===== src/rtl/spi_transaction_fsm_if.sv =====
// Control/handshake bundle between the SPI input conditioners, the
// transaction sequencer and the datapath strobes it drives.
interface spi_transaction_fsm_if;
  logic cs_n;
  logic sclk_posedge;
  logic rw_bit;
  logic sr_shift_en;
  logic sr_load;
  logic addr_we;
  logic dm_we;
  logic miso_en;

  modport master (
    output cs_n, sclk_posedge, rw_bit,
    input  sr_shift_en, sr_load, addr_we, dm_we, miso_en
  );

  modport slave (
    input  cs_n, sclk_posedge, rw_bit,
    output sr_shift_en, sr_load, addr_we, dm_we, miso_en
  );
endinterface


===== src/rtl/spi_transaction_fsm.sv =====
// SPI memory transaction sequencer: address + R/W phase, then a read-out or
// write-in data phase, one transaction per chip-select assertion.
module spi_transaction_fsm #(
  parameter int ADDR_BITS = 7,
  parameter int DATA_BITS = 8,
  parameter int CNT_W     = 4
) (
  input logic                  clk,
  input logic                  reset,
  spi_transaction_fsm_if.slave bus
);

  typedef enum logic [2:0] {
    IDLE, GET_ADDR, GOT_ADDR, READ_LOAD, READ_SHIFT, WRITE_GET, WRITE_DM, DONE
  } state_t;

  // Terminal counts: the address phase carries the extra R/W bit.
  localparam logic [CNT_W-1:0] ADDR_LAST = CNT_W'(ADDR_BITS);
  localparam logic [CNT_W-1:0] DATA_LAST = CNT_W'(DATA_BITS - 1);

  state_t           state;
  logic [CNT_W-1:0] cnt;
  logic             addr_we_r, sr_load_r, dm_we_r, miso_en_r;

  // Strobes are registered against the state being entered, so each one is
  // high exactly while the FSM sits in the owning state.
  always_ff @(posedge clk) begin
    addr_we_r <= 1'b0;
    sr_load_r <= 1'b0;
    dm_we_r   <= 1'b0;
    miso_en_r <= 1'b0;
    if (reset) begin
      state <= IDLE;
      cnt   <= '0;
    end else if (state != IDLE && bus.cs_n) begin
      state <= IDLE;
      cnt   <= '0;
    end else begin
      case (state)
        IDLE: begin
          cnt <= '0;
          if (!bus.cs_n) state <= GET_ADDR;
        end
        GET_ADDR: if (bus.sclk_posedge) begin
          if (cnt == ADDR_LAST) begin
            state     <= GOT_ADDR;
            cnt       <= '0;
            addr_we_r <= 1'b1;
          end else begin
            cnt <= cnt + 1'b1;
          end
        end
        GOT_ADDR: begin
          cnt <= '0;
          if (bus.rw_bit) begin
            state     <= READ_LOAD;
            sr_load_r <= 1'b1;
          end else begin
            state <= WRITE_GET;
          end
        end
        READ_LOAD: begin
          state     <= READ_SHIFT;
          cnt       <= '0;
          miso_en_r <= 1'b1;
        end
        READ_SHIFT: begin
          miso_en_r <= 1'b1;
          if (bus.sclk_posedge) begin
            if (cnt == DATA_LAST) begin
              state     <= DONE;
              cnt       <= '0;
              miso_en_r <= 1'b0;
            end else begin
              cnt <= cnt + 1'b1;
            end
          end
        end
        WRITE_GET: if (bus.sclk_posedge) begin
          if (cnt == DATA_LAST) begin
            state   <= WRITE_DM;
            cnt     <= '0;
            dm_we_r <= 1'b1;
          end else begin
            cnt <= cnt + 1'b1;
          end
        end
        WRITE_DM: begin
          state <= DONE;
          cnt   <= '0;
        end
        DONE:    cnt <= '0;
        default: begin
          state <= IDLE;
          cnt   <= '0;
        end
      endcase
    end
  end

  assign bus.sr_shift_en = bus.sclk_posedge & ~bus.cs_n &
                           (state inside {GET_ADDR, READ_SHIFT, WRITE_GET});
  assign bus.addr_we     = addr_we_r;
  assign bus.sr_load     = sr_load_r;
  assign bus.dm_we       = dm_we_r;
  assign bus.miso_en     = miso_en_r;

endmodule


===== src/flat_wrapper.sv =====
// flat-port wrapper written by rule: the top's interface ports become plain ports
module spi_transaction_fsm_flat 
#(
  parameter int ADDR_BITS = 7,
  parameter int DATA_BITS = 8,
  parameter int CNT_W     = 4
)
  (clk, reset, bus_cs_n, bus_sclk_posedge, bus_rw_bit, bus_sr_shift_en, bus_sr_load, bus_addr_we, bus_dm_we, bus_miso_en);
  spi_transaction_fsm_if bus_i ();
  input logic clk;
  input logic reset;
  input wire logic [$bits(bus_i.cs_n)-1:0] bus_cs_n;
  input wire logic [$bits(bus_i.sclk_posedge)-1:0] bus_sclk_posedge;
  input wire logic [$bits(bus_i.rw_bit)-1:0] bus_rw_bit;
  output wire logic [$bits(bus_i.sr_shift_en)-1:0] bus_sr_shift_en;
  output wire logic [$bits(bus_i.sr_load)-1:0] bus_sr_load;
  output wire logic [$bits(bus_i.addr_we)-1:0] bus_addr_we;
  output wire logic [$bits(bus_i.dm_we)-1:0] bus_dm_we;
  output wire logic [$bits(bus_i.miso_en)-1:0] bus_miso_en;
  assign bus_i.cs_n = bus_cs_n;
  assign bus_i.sclk_posedge = bus_sclk_posedge;
  assign bus_i.rw_bit = bus_rw_bit;
  assign bus_sr_shift_en = bus_i.sr_shift_en;
  assign bus_sr_load = bus_i.sr_load;
  assign bus_addr_we = bus_i.addr_we;
  assign bus_dm_we = bus_i.dm_we;
  assign bus_miso_en = bus_i.miso_en;
  spi_transaction_fsm #(.ADDR_BITS(ADDR_BITS), .DATA_BITS(DATA_BITS), .CNT_W(CNT_W)) u_core (.clk(clk), .reset(reset), .bus(bus_i));
endmodule

===== config.mk =====
export PLATFORM = sky130hd
export DESIGN_NAME = spi_transaction_fsm_flat
export DESIGN_NICKNAME = d
export VERILOG_FILES = /design/src/rtl/spi_transaction_fsm_if.sv /design/src/rtl/spi_transaction_fsm.sv /design/src/flat_wrapper.sv
export SDC_FILE = /design/constraint.sdc
export NUM_CORES = 1
export LEC_CHECK = 0
export ABC_CLOCK_PERIOD_IN_PS = 1500
export CORE_AREA = 2 2 39 41
export CTS_BUF_LIST = sky130_fd_sc_hd__clkbuf_4 sky130_fd_sc_hd__clkbuf_8
export CTS_CLUSTER_DIAMETER = 30
export DETAILED_ROUTE_END_ITERATION = 16
export DIE_AREA = 0 0 41 43
export GPL_TIMING_DRIVEN = 0
export SYNTH_ARGS = -nofsm -noshare
export SYNTH_HDL_FRONTEND = slang
export SYNTH_SLANG_ARGS = --single-unit

===== constraint.sdc =====
create_clock -name clk -period 1.5 [get_ports clk]
set_clock_uncertainty 0.1 [all_clocks]
set_input_delay 0.45 -clock clk [delete_from_list [all_inputs] [get_ports clk]]
set_output_delay 0.45 -clock clk [all_outputs]
set_load 0.02 [all_outputs]

Word-level counts from Yosys, hierarchy flattened:

Cells that the tools add are included.

* add/subtract/negate cells: 1
* equal/unequal tests: 16
* muxes and demuxes: 18
* bitwise logic cells: 6
* reductions and logical operators: 12

Operator list (number)
* 3-bit 2-to-1 mux: 8
* 3-bit case mux with 7 select lines: 1
* 3-bit equality test, second input constant: 4
* 3-bit OR reduction: 4
* 4-bit 2-to-1 mux: 2
* 2-bit by 1-bit != test with 1-bit output, second input constant: 4
* 2-bit != test, second input constant: 4
* 4-bit case mux with 2 select lines: 1
* 8-bit AND reduction: 1
* 7-bit nonzero test: 1
* 3-bit by 2-bit equality test with 1-bit output, second input constant: 2
* 3-bit nonzero test: 2
* 1-bit 2-to-1 mux: 5
* 5-bit OR reduction: 1
* 4-bit by 1-bit adder with 4-bit output, second input constant: 1
* 4-bit by 3-bit equality test with 1-bit output, second input constant: 1
* 1-bit NOT: 4
* 3-bit by 1-bit equality test with 1-bit output, second input constant: 1
* 3-bit logical NOT: 1
* 1-bit AND: 2
* 1-bit case mux with 2 select lines: 1
* 2-bit OR reduction: 1
* 1-bit logical AND: 1

* bits in registers: 11
* input port bits: 5
* output and inout bits: 5
* logic and storage cells: 59

Depth between registers and ports, before layout:

Gate-level depths: netlist (run 1).

* word-level depth: 4
* gate-level depth with buffers: 5
* depth with buffers taken out: 4

Worst setup path before layout (run 1):

Ideal clock, no wire load.

* path type: reg-to-output
* start point: reg u_core.state[1]
* end point: out bus_sr_shift_en
* arrival time: 1.114 ns
* data required time: 0.950 ns
* path slack: -0.164 ns
* stages on the path, launching flop included: 4
* buffers on the path: 1
* cells stage by stage: dfxtp_1 -> buf_6 -> o21bai_1 -> nor3b_1

* longest elaborated chain between the ends: 3
* elaborated cells on any way between the ends: 5
* classes of those cells: eq/ne (3); bitwise (1); reduce/logical (1)

Ends and longest elaborated chain
* from (decl): line spi_transaction_fsm.sv:21 `state_t state;`
* from (signal assigned): line spi_transaction_fsm.sv:33 `state <= IDLE;`
* from (signal assigned): line spi_transaction_fsm.sv:36 `state <= IDLE;`
* from (signal assigned): line spi_transaction_fsm.sv:42 `if (!bus.cs_n) state <= GET_ADDR;`
* 3-bit by 1-bit equality test with 1-bit output or 3-bit equality test (tied branches): line spi_transaction_fsm.sv:102 `(state inside {GET_ADDR, READ_SHIFT, WRITE_GET});`
* 3-bit nonzero test *: line spi_transaction_fsm.sv:102
* 1-bit AND *: line spi_transaction_fsm.sv:101 `assign bus.sr_shift_en = bus.sclk_posedge & ~bus.cs_n &`
* to (decl): line flat_wrapper.sv:15 `output wire logic [$bits(bus_i.sr_shift_en)-1:0] bus_sr_shift_en;`

Every way passes the cells marked *; elsewhere a longest branch is shown, timed or not.

Worst setup path after layout (run 1):

Same ends and word-level chain as after synthesis.

==> results of run 1 <==
==> routing by layer <==
| layer | track usage | vias to the layer above | part of all wire |
|---|---|---|---|
| li1 | - | 218 | - |
| met1 | 0.143 | 190 | 0.45 |
| met2 | 0.172 | 10 | 0.46 |
| met3 | 0.0942 | 2 | 0.077 |
| met4 | 0.0600 | 0 | 0.010 |
| met5 | 0 | - | 0 |
==> layout by cell type (no fill, tap or decap), types with 2 or more instances in the layout <==
| master | n |
|---|---|
| sky130_fd_sc_hd__dfxtp_1 | 8 |
| sky130_fd_sc_hd__nor4_1 | 2 |
| sky130_fd_sc_hd__dfxtp_2 | 2 |
| sky130_fd_sc_hd__nand2b_1 | 4 |
| sky130_fd_sc_hd__nand2_1 | 5 |
| sky130_fd_sc_hd__buf_4 | 3 |
| sky130_fd_sc_hd__nand3_1 | 2 |
| sky130_fd_sc_hd__a21oi_1 | 5 |
| sky130_fd_sc_hd__dlygate4sd2_1 | 4 |
| sky130_fd_sc_hd__nor2_1 | 4 |
| sky130_fd_sc_hd__xor2_1 | 2 |
| sky130_fd_sc_hd__clkbuf_4 | 4 |
| sky130_fd_sc_hd__clkdlybuf4s50_1 | 2 |
| sky130_fd_sc_hd__nor3b_2 | 2 |
==> cell type report <==
| cell class | count | area [um2] |
|---|---|---|
| Timing Repair Buffer | 11 | 92.6 |
| Inverter | 1 | 3.75 |
| Clock buffer | 4 | 30.0 |
| Fill cell | 134 | 729 |
| Multi-Input combinational cell | 39 | 282 |
| Sequential cell | 11 | 226 |
| Tap cell | 16 | 20.0 |
==> cell families after synthesis <==
group           after synthesis
compound gates               11
fa+ha+maj                     1
buf+inv                       2
mux                           1
simple gates                 24
flops                        11
xor+xnor                      2
==> report_power, final <==
| part | switching, mW | total [mW] | internal [mW] |
|---|---|---|---|
| Sequential | 0.00375 | 0.296 | 0.292 |
| Combinational | 0.0172 | 0.0351 | 0.0178 |
| Clock | 0.100 | 0.221 | 0.121 |
| Total | 0.121 | 0.552 | 0.431 |
==> worst max-delay path, delay by kind of cell (launching register included) <==
family / cells / cell delay, ns
AOI/OAI and AO/OA: 1 / 0.18
buffers and inverters: 1 / 0.16
DFF: 1 / 0.36
and+or+nand+nor: 1 / 0.15
==> timing repair <==
| item | CTS | global route |
|---|---|---|
| gates resized for setup | 17 | 4 |
| gates cloned | 0 | 0 |
| hold buffers | 0 | 0 |
| setup buffers | 0 | 2 |
| pin swaps | 1 | 1 |
| endpoints found under the setup margin | 6 | 3 |
==> stage by stage <==
stage / area (um2) / setup WS (ns) / utilization / cells / hold WS [ns]
floorplan: 503 / 0.0204 / - / 52 / 0.372
global placement: 613 / -0.957 / 0.443 / 77 / 0.402
detailed placement: 613 / -0.963 / 0.443 / 77 / 0.401
CTS: 638 / -0.208 / 0.461 / 80 / 0.413
global route: 654 / -0.223 / 0.473 / 82 / 0.439
finish: 654 / -0.157 / 0.473 / 82 / 0.409
==> flip-flops by register name, indices dropped and copies added (netlist names) <==
signal              flops
u_core.bus.addr_we      1
u_core.bus.dm_we        1
u_core.bus.miso_en      1
u_core.bus.sr_load      1
u_core.cnt              4
u_core.state            3
==> worst paths after layout <==
kind | to | slack (ns)
hold reg to reg | u_core.cnt[0]$_SDFFE_PP0P_ | 0.41
setup reg to reg | u_core.state[0]$_SDFFE_PP0P_ | 0.15
setup / recovery | bus_sr_shift_en | -0.16
hold / removal | u_core.cnt[0]$_SDFFE_PP0P_ | 0.41
==> summary.txt, run 1 <==
Final layout
  • Nets: 73
  • Count of antenna diodes in the layout: 0
  • Share of cells above drive strength 1: 0.273
  • Area overhead of the layout relative to synthesis: 31.4%

Worst setup path
  • Worst reg2reg startpoint: u_core.cnt[0]$_SDFFE_PP0P_
  • Critical path's slowest cell: sky130_fd_sc_hd__dfxtp_4
  • Setup Crit Path Kind: register to primary output
  • Startpoint kind of the worst setup timing path: register
  • CP max stage delay: 0.36 ns
  • Data required time at the worst endpoint: ~0.95 ns
  • Kind of end point of the critical path: primary output
  • Critical path startpoint: u_core.state[1]$_SDFFE_PP0P_
  • Cell breakdown of the critical path: o21bai_4 > nor3b_2 > buf_4
  • Critical path fanouts, max: 6
  • R2R cell count: 4
  • Arrival time of data at the critical path endpoint: 1.11 ns

Logic synthesis
  • Mean area per synthesized cell: 9.58 um2
  • Mux cell area share after synthesis: 0.0201
  • Top cells by count, synth: sky130_fd_sc_hd__dfxtp_1 (11), sky130_fd_sc_hd__a21oi_1 (5), sky130_fd_sc_hd__nand2_1 (5)
  • Cell area after synthesis: 498 um2
  • Most used DFF post-synth: sky130_fd_sc_hd__dfxtp_1
  • Share of flip-flops with an asynchronous set or reset: 0
  • Sequential share of the synthesized area: 0.442
  • Synthesis-stage register bit count: 11
  • Synth Area in Compound Gates: 0.143
  • Post-synthesis cell type count: 25
  • Number of flops mapped to enable cells by yosys: 0
  • Synthesized-area fraction occupied by and/or/nand/nor cells: 0.304
  • Post-Syn Nets: 58
  • Cell taking the most area after synthesis: sky130_fd_sc_hd__dfxtp_1
  • Number of warnings reported in the yosys synthesis log: 0
  • Area fraction of the dominant cell type after synthesis: 0.442
  • Largest family of logic cells by synthesized area: simple AND/OR/NAND/NOR gates
  • Largest cells by area after synthesis: sky130_fd_sc_hd__dfxtp_1 (44%), sky130_fd_sc_hd__a21oi_1 (5.0%), sky130_fd_sc_hd__nand2b_1 (5.0%)
  • Share of the synthesized netlist area taken by xor and xnor gates: 0.0352
  • Cells after Synth: between 50 and 60
  • Leading cell type by number of instances after synthesis: sky130_fd_sc_hd__dfxtp_1
  • Area share of fa/ha/maj cells after synthesis: 0.0251

Power
  • Total power after layout: 0.552 mW
  • Static leakage: 0.250 nW
  • Power density cells: 844 mW/mm2
  • Highest ir drop seen on vdd: 0.000610 V

Global routing
  • Via count of the first global-routing pass: 354
  • Wire length of the first global-routing pass: about 1400 um
  • GRT Total Usage: 0.127
  • Residual overflow from global routing: 0
  • Pin count of the biggest net entering global routing: 10
  • Number of antenna violations at the first check in global routing: 0

Die
  • Die area: about 0.0018 mm2
  • Count of pins on the block boundary: 10
  • Core Footprint: 0.00138 mm2
  • Die Span Y: 43 um
  • Rows: 14
  • Initial core utilization: 0.360
  • Horizontal die dimension: 41 um

STA
  • Final setup violating endpoints: 1
  • Fin worst setup slack: -0.157 ns
  • Worst slew margin: 0.848
  • Total negative slack: -0.157 ns
  • Pin slew with the least headroom to its limit: 0.226 ns
  • Final count of hold timing violations: 0
  • Min cycle time layout: 1.66 ns
  • Part of the cycle the worst path needs: 1.10
  • Highest Clock Rate: 604 MHz
  • Max-slew violation total from the final report: 0
  • Unrepaired setup endpoints after global routing: yes

Clock tree
  • Clock root buffer: sky130_fd_sc_hd__clkbuf_4
  • TritonCTS clock tree: yes
  • Number of buffers between clock root and the deepest sink: 2
  • Clock-pin slew on the worst setup and hold paths: approximately 0.07 ns
  • H-Tree Depth: 1
  • CTS sink cnt: 11
  • Clk Latency, worst-skew pair: 0.27 ns
  • Total CTS buffers: 3

Flow run
  • # Max-Cap Violations: 0

Routing
  • Number of vias per cell after detailed routing: roughly 5
  • DRT antenna net count: 0
  • Total wire length after detailed routing: 891 um
  • Remaining DRCs: 0
  • Mean routed wirelength per cell: ~11 um
  • Initial detailed-routing violation count: 11
  • Drt pass-1 iters: 4
  • Detailed-route via count: 420

Place
  • Input/output buffers: 9
  • RePlAce Congestion: 0.729
  • Detailed placer's ending HPWL: 634 um

Min path
  • Hold_sp: u_core.cnt[0]$_SDFFE_PP0P_
  • Worst min-delay path category: register to register
  • Cell depth of the worst min-delay path: 2

Run status
  • Violations in the final reports: setup timing
  • Run status: finished with violations
Power figures use the tool's default switching activity.
==> run 2, diff against run 1 <==
CAP_MARGIN = 20   (was unset)
==> results of run 2 <==
Same layout as run 1: the final DEF is identical, and so are final timing and power.
==> run 3, diff against run 2 <==
SLEW_MARGIN = 15   (was unset)
==> results of run 3 <==
Same layout as run 1: the final DEF is identical, and so are final timing and power.
